==> src/rtl/delay_scheduler.sv <==
// Round-robin owner of the shared 2 kHz delay counter: grant, clear, run to the latched duration, pulse done.
// Grant 1 cycle after a sampled request, done r_dur+3 cycles after it; a dropped request cancels the run.
module delay_scheduler #(
    parameter int N_REQ = 4,
    parameter int WIDTH = 12
) (
    input  logic                   clk_2K,
    input  logic                   i_Reset,
    input  logic [N_REQ-1:0]       i_Req,
    input  logic [N_REQ*WIDTH-1:0] i_Dur,
    input  logic [WIDTH-1:0]       i_Count,
    output logic                   o_ActCounter,
    output logic                   o_RstCounter,
    output logic [N_REQ-1:0]       o_Grant,
    output logic [N_REQ-1:0]       o_Done,
    output logic                   o_Busy
);

    localparam int IW = (N_REQ > 1) ? $clog2(N_REQ) : 1;

    typedef enum logic [1:0] {IDLE, CLEAR, RUN, DONE} state_t;

    state_t            state, state_nxt;
    logic [IW-1:0]     g, g_nxt;
    logic [IW-1:0]     p, p_nxt;
    logic [IW-1:0]     g_inc;
    logic [WIDTH-1:0]  r_dur, r_dur_nxt;
    logic [IW-1:0]     pick;
    logic              pick_vld;
    logic [IW-1:0]     cand;
    logic [WIDTH-1:0]  pick_dur;
    logic              req_g;
    logic [N_REQ-1:0]  grant_oh;

    assign g_inc    = (g == IW'(N_REQ - 1)) ? '0 : g + 1'b1;
    assign req_g    = i_Req[g];
    assign grant_oh = {{(N_REQ-1){1'b0}}, 1'b1} << g;

    // Walk the ring from the farthest slot back to p so the nearest set request overwrites last.
    always_comb begin
        pick     = '0;
        pick_vld = 1'b0;
        cand     = '0;
        for (int i = N_REQ - 1; i >= 0; i--) begin
            cand = IW'((int'(p) + i) % N_REQ);
            if (i_Req[cand]) begin
                pick     = cand;
                pick_vld = 1'b1;
            end
        end
    end

    always_comb begin
        pick_dur = '0;
        for (int k = 0; k < N_REQ; k++) begin
            if (pick == IW'(k)) begin
                pick_dur = i_Dur[k*WIDTH +: WIDTH];
            end
        end
    end

    always_ff @(posedge clk_2K) begin
        if (i_Reset) begin
            state <= IDLE;
            g     <= '0;
            p     <= '0;
            r_dur <= '0;
        end else begin
            state <= state_nxt;
            g     <= g_nxt;
            p     <= p_nxt;
            r_dur <= r_dur_nxt;
        end
    end

    // Cancel is tested before completion so a drop on the final RUN cycle yields no done.
    always_comb begin
        state_nxt = state;
        g_nxt     = g;
        p_nxt     = p;
        r_dur_nxt = r_dur;
        case (state)
            IDLE: begin
                if (pick_vld) begin
                    state_nxt = CLEAR;
                    g_nxt     = pick;
                    r_dur_nxt = (pick_dur == '0) ? WIDTH'(1) : pick_dur;
                end
            end
            CLEAR: begin
                if (!req_g) begin
                    state_nxt = IDLE;
                    p_nxt     = g_inc;
                end else begin
                    state_nxt = RUN;
                end
            end
            RUN: begin
                if (!req_g) begin
                    state_nxt = IDLE;
                    p_nxt     = g_inc;
                end else if (i_Count == r_dur) begin
                    state_nxt = DONE;
                end
            end
            DONE: begin
                state_nxt = IDLE;
                p_nxt     = g_inc;
            end
            default: state_nxt = IDLE;
        endcase
    end

    // The counter stops itself at r_dur, which also keeps it from saturating past the maximum.
    always_comb begin
        o_RstCounter = 1'b1;
        o_ActCounter = 1'b0;
        o_Grant      = '0;
        o_Done       = '0;
        o_Busy       = (state != IDLE);
        case (state)
            CLEAR: o_Grant = grant_oh;
            RUN: begin
                o_Grant      = grant_oh;
                o_RstCounter = 1'b0;
                o_ActCounter = (i_Count != r_dur);
            end
            DONE: begin
                o_Grant = grant_oh;
                o_Done  = grant_oh;
            end
            default: ;
        endcase
    end

endmodule

==> config.mk <==
export PLATFORM = sky130hd
export DESIGN_NAME = delay_scheduler
export DESIGN_NICKNAME = d
export VERILOG_FILES = /design/src/rtl/delay_scheduler.sv
export SDC_FILE = /design/constraint.sdc
export NUM_CORES = 1
export LEC_CHECK = 0
export CORE_MARGIN = 2
export CORE_UTILIZATION = 37
export CTS_CLUSTER_SIZE = 16
export DETAILED_ROUTE_END_ITERATION = 8
export GPL_TIMING_DRIVEN = 0
export MAX_ROUTING_LAYER = met4
export PLACE_DENSITY = 0.75
export SYNTH_ARGS = -nofsm -noshare
export SYNTH_HDL_FRONTEND = slang
export SYNTH_SLANG_ARGS = --single-unit
==> constraint.sdc <==
create_clock -name clk_2K -period 6.95 [get_ports clk_2K]
set_input_delay 1.7375 -clock clk_2K [delete_from_list [all_inputs] [get_ports clk_2K]]
set_output_delay 1.7375 -clock clk_2K [all_outputs]
set_load 0.02 [all_outputs]
# Word level (Yosys, flattened, before mapping)
# Cells that the tools add are included.
# op_classes
n_reduce_logical,10
shift,1
n_eq_ne,12
addsub,4
n_mux,35
magnitude_cmp,5
# op_table
cell,count
two-way mux 12 bit,5
two-way mux 2 bit,10
< comparator 2 x 3 -> 1 bit (second input constant),5
equality test 12 bit,1
logical NOT 12 bit,1
!= test 12 bit,1
two-way mux 1 bit,11
binary-select mux 1 bit (select 2 bit),5
equality test 2 bit (second input constant),5
two-way mux 4 bit,2
one-hot mux 2 bit (4 select lines),1
AND reduction 2 bit,3
adder 2 x 1 -> 2 bit (second input constant),2
adder 2 bit (second input constant),2
equality test 2 x 1 -> 1 bit (second input constant),2
logical NOT 2 bit,2
!= test 2 bit (second input constant),2
one-hot mux 2 bit (2 select lines),1
nonzero test 2 bit,2
left shift 1 x 2 -> 4 bit (first input constant),1
!= test 3 bit (second input constant),1
OR reduction 3 bit,1
OR reduction 2 bit,1
# totals
regBits,18

# Depth between registers and ports, before layout
# logic_depth
word_depth,14
depth_mapped,10

# Least setup slack after synthesis
# No wires, ideal clock.
# synth_timing
kind,input port to output port
from,in i_Count[1]
to,out o_ActCounter
t_arrival_ns,2.424
slack_ns,2.789
required_time_ns,5.213
path_buffers,0
stages,3
path_cell_list,xor2_1 nor4_1 a31oi_1
# synth_between
elab_chain_cells,2
# synth_rtl
item,line,source
"start, declared",11,"input logic [WIDTH-1:0] i_Count,"
!= test 12 bit,126,o_ActCounter = (i_Count != r_dur);
two-way mux 1 bit,121,case (state)
"end, declared",12,"output logic o_ActCounter,"
# No other way between the ends.

# Worst setup path after layout
# layout_timing
from,in i_Count[11]
to,out o_ActCounter
# Same word-level chain as after synthesis.

==> run summary <==
In this run the count of I/O pins placed on the die edge is 77. Summing internal, switching and leakage power gives ~0.00037 W. STA classifies the critical path startpoint as an input port. The shortest clock period the worst path allows after layout came out at a little over 5000 ps. The floorplan has 23 rows. The count of state elements after synthesis is 18. The number of warnings printed during yosys synthesis came out at 0. The mean post-synth cell area is roughly 8.7 µm². The layout net count came out at about 330. The maximum clock frequency is approximately 190 MHz. The instance count of the mapped netlist is around 170. The hold buffer count at cts is 0. The count of input and output buffers came out at 75.

The core box area is 3940 µm². Setup repair after global routing left no endpoint under its margin. The fill cell instance count of the final layout is between 300 and 400.

The top cell types in the final layout, fill and taps aside, are 75 x sky130_fd_sc_hd__clkdlybuf4s50_1, 32 x sky130_fd_sc_hd__nor2_1, 26 x sky130_fd_sc_hd__mux2i_1, 18 x sky130_fd_sc_hd__dfxtp_1, 17 x sky130_fd_sc_hd__a21oi_1. The sink count of the clock tree came out at 18. In the finished design, the share of the clock period the worst path needs comes to 0.743. The post-CTS setup buffer count is 0. The largest fanout on the critical path is 3.

The most used flip-flop cell after synthesis is sky130_fd_sc_hd__dfxtp_1. The clock skew after layout is 1.11 ps. The final max-slew violation count is 0. The ratio of total power to cell area came out at around 160 nW/µm². The leading cell type in the layout, fill and taps excluded is sky130_fd_sc_hd__clkdlybuf4s50_1. The detailed-router iteration count before antenna repair is 4. The wire-length estimate of the detail-placed layout is around 3.1 mm. The total of endpoints with negative setup slack in the final report came out at 0.

After detailed routing, the number of remaining DRC violations is 0. Of the cells placed in the final design, the portion with a size suffix greater than 1 is 0.0760. The data required time at the worst endpoint came out at ~5200 ps.

The total wirelength of the detailed-routed design is about 3.6 mm. The number of DRC markers in iteration 0 came out at between 60 and 70. Across every metal layer, demand over resource in global routing totals 0.177. Ranked by total cell area, the synthesized netlist is headed by sky130_fd_sc_hd__dfxtp_1 24%, sky130_fd_sc_hd__mux2i_1 17%, sky130_fd_sc_hd__nor2_1 8.1%. The number of nets handed over by synthesis was 245. The wire length of the first global-routing pass is roughly 6.1 mm.

The initial core utilization is 0.378. The worst slew slack as a fraction of its limit came out at 0.627. IR analysis of the VDD net gives a maximum drop of 0.000125 V. The layout overhead on the synthesized area is 58.2%. The total inserted antenna cells is 0. The transition time at the pin with the least slew margin came out at 557 ps. The area of the die is ~4600 µm². The die is around 67 µm wide. The routed via count is between 1,000 and 1,500. Setup total negative slack on the finished layout was measured at 0 ps. The final routed wire length divided by cell count came out at 12.2 µm. After clock tree synthesis, the repair step resized 0 gates. The top cell type's share of synthesized area is 0.242.

The library cell occupying the most area in the post-synthesis netlist is sky130_fd_sc_hd__dfxtp_1. STA classifies the critical path endpoint as a primary output. The endpoint arrival time on the critical path is around 3400 ps. The async set or reset register ratio after synthesis is 0.

The post-detailed-route via-to-cell ratio is between 4 and 5. The clock tree root driver cell is sky130_fd_sc_hd__clkbuf_8. The post-route antenna net violation count came out at 0. The clock slew at the register clock pins of the worst setup and hold paths is 70 ps. The later pin in the worst-skew pair is clocked with a latency of around 250 ps.

The part of the Yosys area used for sequential elements came out at 0.242. The static leakage is around 0.96 nW. The largest net degree at the start of global routing came out at 11. The flow ran to the end, and the final reports show no timing, DRC or antenna violations. The number of buffers between clock root and the deepest sink came out at 2. The number of antenna violations at the first check in global routing is 0. The number of hold violations in the final report came out at 0. The post-synth design cell area is approximately 1500 µm². The H-tree depth reported by CTS is 1. The number of clock buffers inserted by TritonCTS came out at 3.

The die is approximately 67 µm tall. The number of distinct library cells after synthesis is 32. The number of global-route vias before repair came to ~1,500. The overflow left after global routing is 0. The critical path is of the input port to primary output type.

The congestion estimate from routability-driven global placement came to ~0.77. The type of the worst min-delay path is register to register. Across the run, the number of max-cap violations was 0. The CTS tree is done. The number of enable flip-flop cells after synthesis came out at 0.
==> logic make-up after synthesis <==
logic type | synth area share
AND/OR/NAND/NOR | 0.166
XOR/XNOR | 0.0705
multiplexers | 0.283
AO/OA/AOI/OAI | 0.119
adder cells (fa/ha/maj) | 0.0671
buffers and inverters | 0.0529
flip-flops | 0.242
==> layout make-up <==
class,count,area [µm²],share of cell area
Buffer,7,45.0,0.0191
Clock buffer,4,55.1,0.0233
Inverter,9,33.8,0.0143
Multi-Input combinational cell,137,1050,0.446
Sequential cell,18,360,0.153
Tap cell,50,62.6,0.0265
Timing Repair Buffer,75,751,0.318
==> metrics by stage <==
| step | cells | utilization | hold WS, ps | instance area (µm²) | setup slack, ps |
|---|---|---|---|---|---|
| 2_1_floorplan | 171 | - | 474 | 1490 | 2790 |
| 5_1_grt | 300 | 0.599 | 539 | 2360 | 1630 |
| 6_report | 300 | 0.599 | 506 | 2360 | 1790 |
| 3_5_place_dp | 296 | 0.585 | 498 | 2300 | 1800 |
| 3_3_place_gp | 296 | 0.585 | 489 | 2300 | 1770 |
| 4_1_cts | 300 | 0.599 | 514 | 2360 | 1790 |
==> cell usage after synthesis, drive strengths merged, types with 3 or more instances <==
| cell type | number |
|---|---|
| dfxtp | 18 |
| and2 | 4 |
| inv | 9 |
| a21oi | 17 |
| nor2 | 32 |
| mux2 | 10 |
| nor4 | 3 |
| nor2b | 5 |
| xor2 | 12 |
| a211oi | 3 |
| buf | 5 |
| mux2i | 26 |
| ha | 8 |
==> metal layers <==
metal	routed length (µm)	up-vias	GRT usage
li1	-	753	-
met1	1550	660	0.188
met2	1840	50	0.331
met3	184	11	0.0383
met4	66	0	0.0434
met5	0	-	-
==> critical path, cell delays in order <==
cell,delay [ps]
sky130_fd_sc_hd__clkdlybuf4s50_1,420
sky130_fd_sc_hd__xor2_1,150
sky130_fd_sc_hd__nor4_1,350
sky130_fd_sc_hd__a31oi_1,190
sky130_fd_sc_hd__clkdlybuf4s50_1,580
==> state kept, by name, summed over array words and instances, names as in the netlist <==
register,count
p,2
g,2
state,2
r_dur,12
==> path summary, 6_finish.rpt <==
check / slack [ps] / end / from / cells past startpoint
worst min-delay path: 510 / r_dur[9]$_SDFFE_PP0P_ / r_dur[9]$_SDFFE_PP0P_ / 2
worst max register to register: 4390 / r_dur[0]$_SDFFE_PP0P_ / p[0]$_SDFFE_PP0P_ / 6
worst min register to register: 510 / r_dur[9]$_SDFFE_PP0P_ / r_dur[9]$_SDFFE_PP0P_ / 2
worst max-delay path: 1790 / o_ActCounter / i_Count[11] / 5
==> power breakdown <==
group | internal (W) | switching [W]
Combinational | 0.0000923 | 0.0000699
Sequential | 0.000116 | 0.0000105
Clock | 0.0000504 | 0.0000344
(Power assumes the default switching activity.)
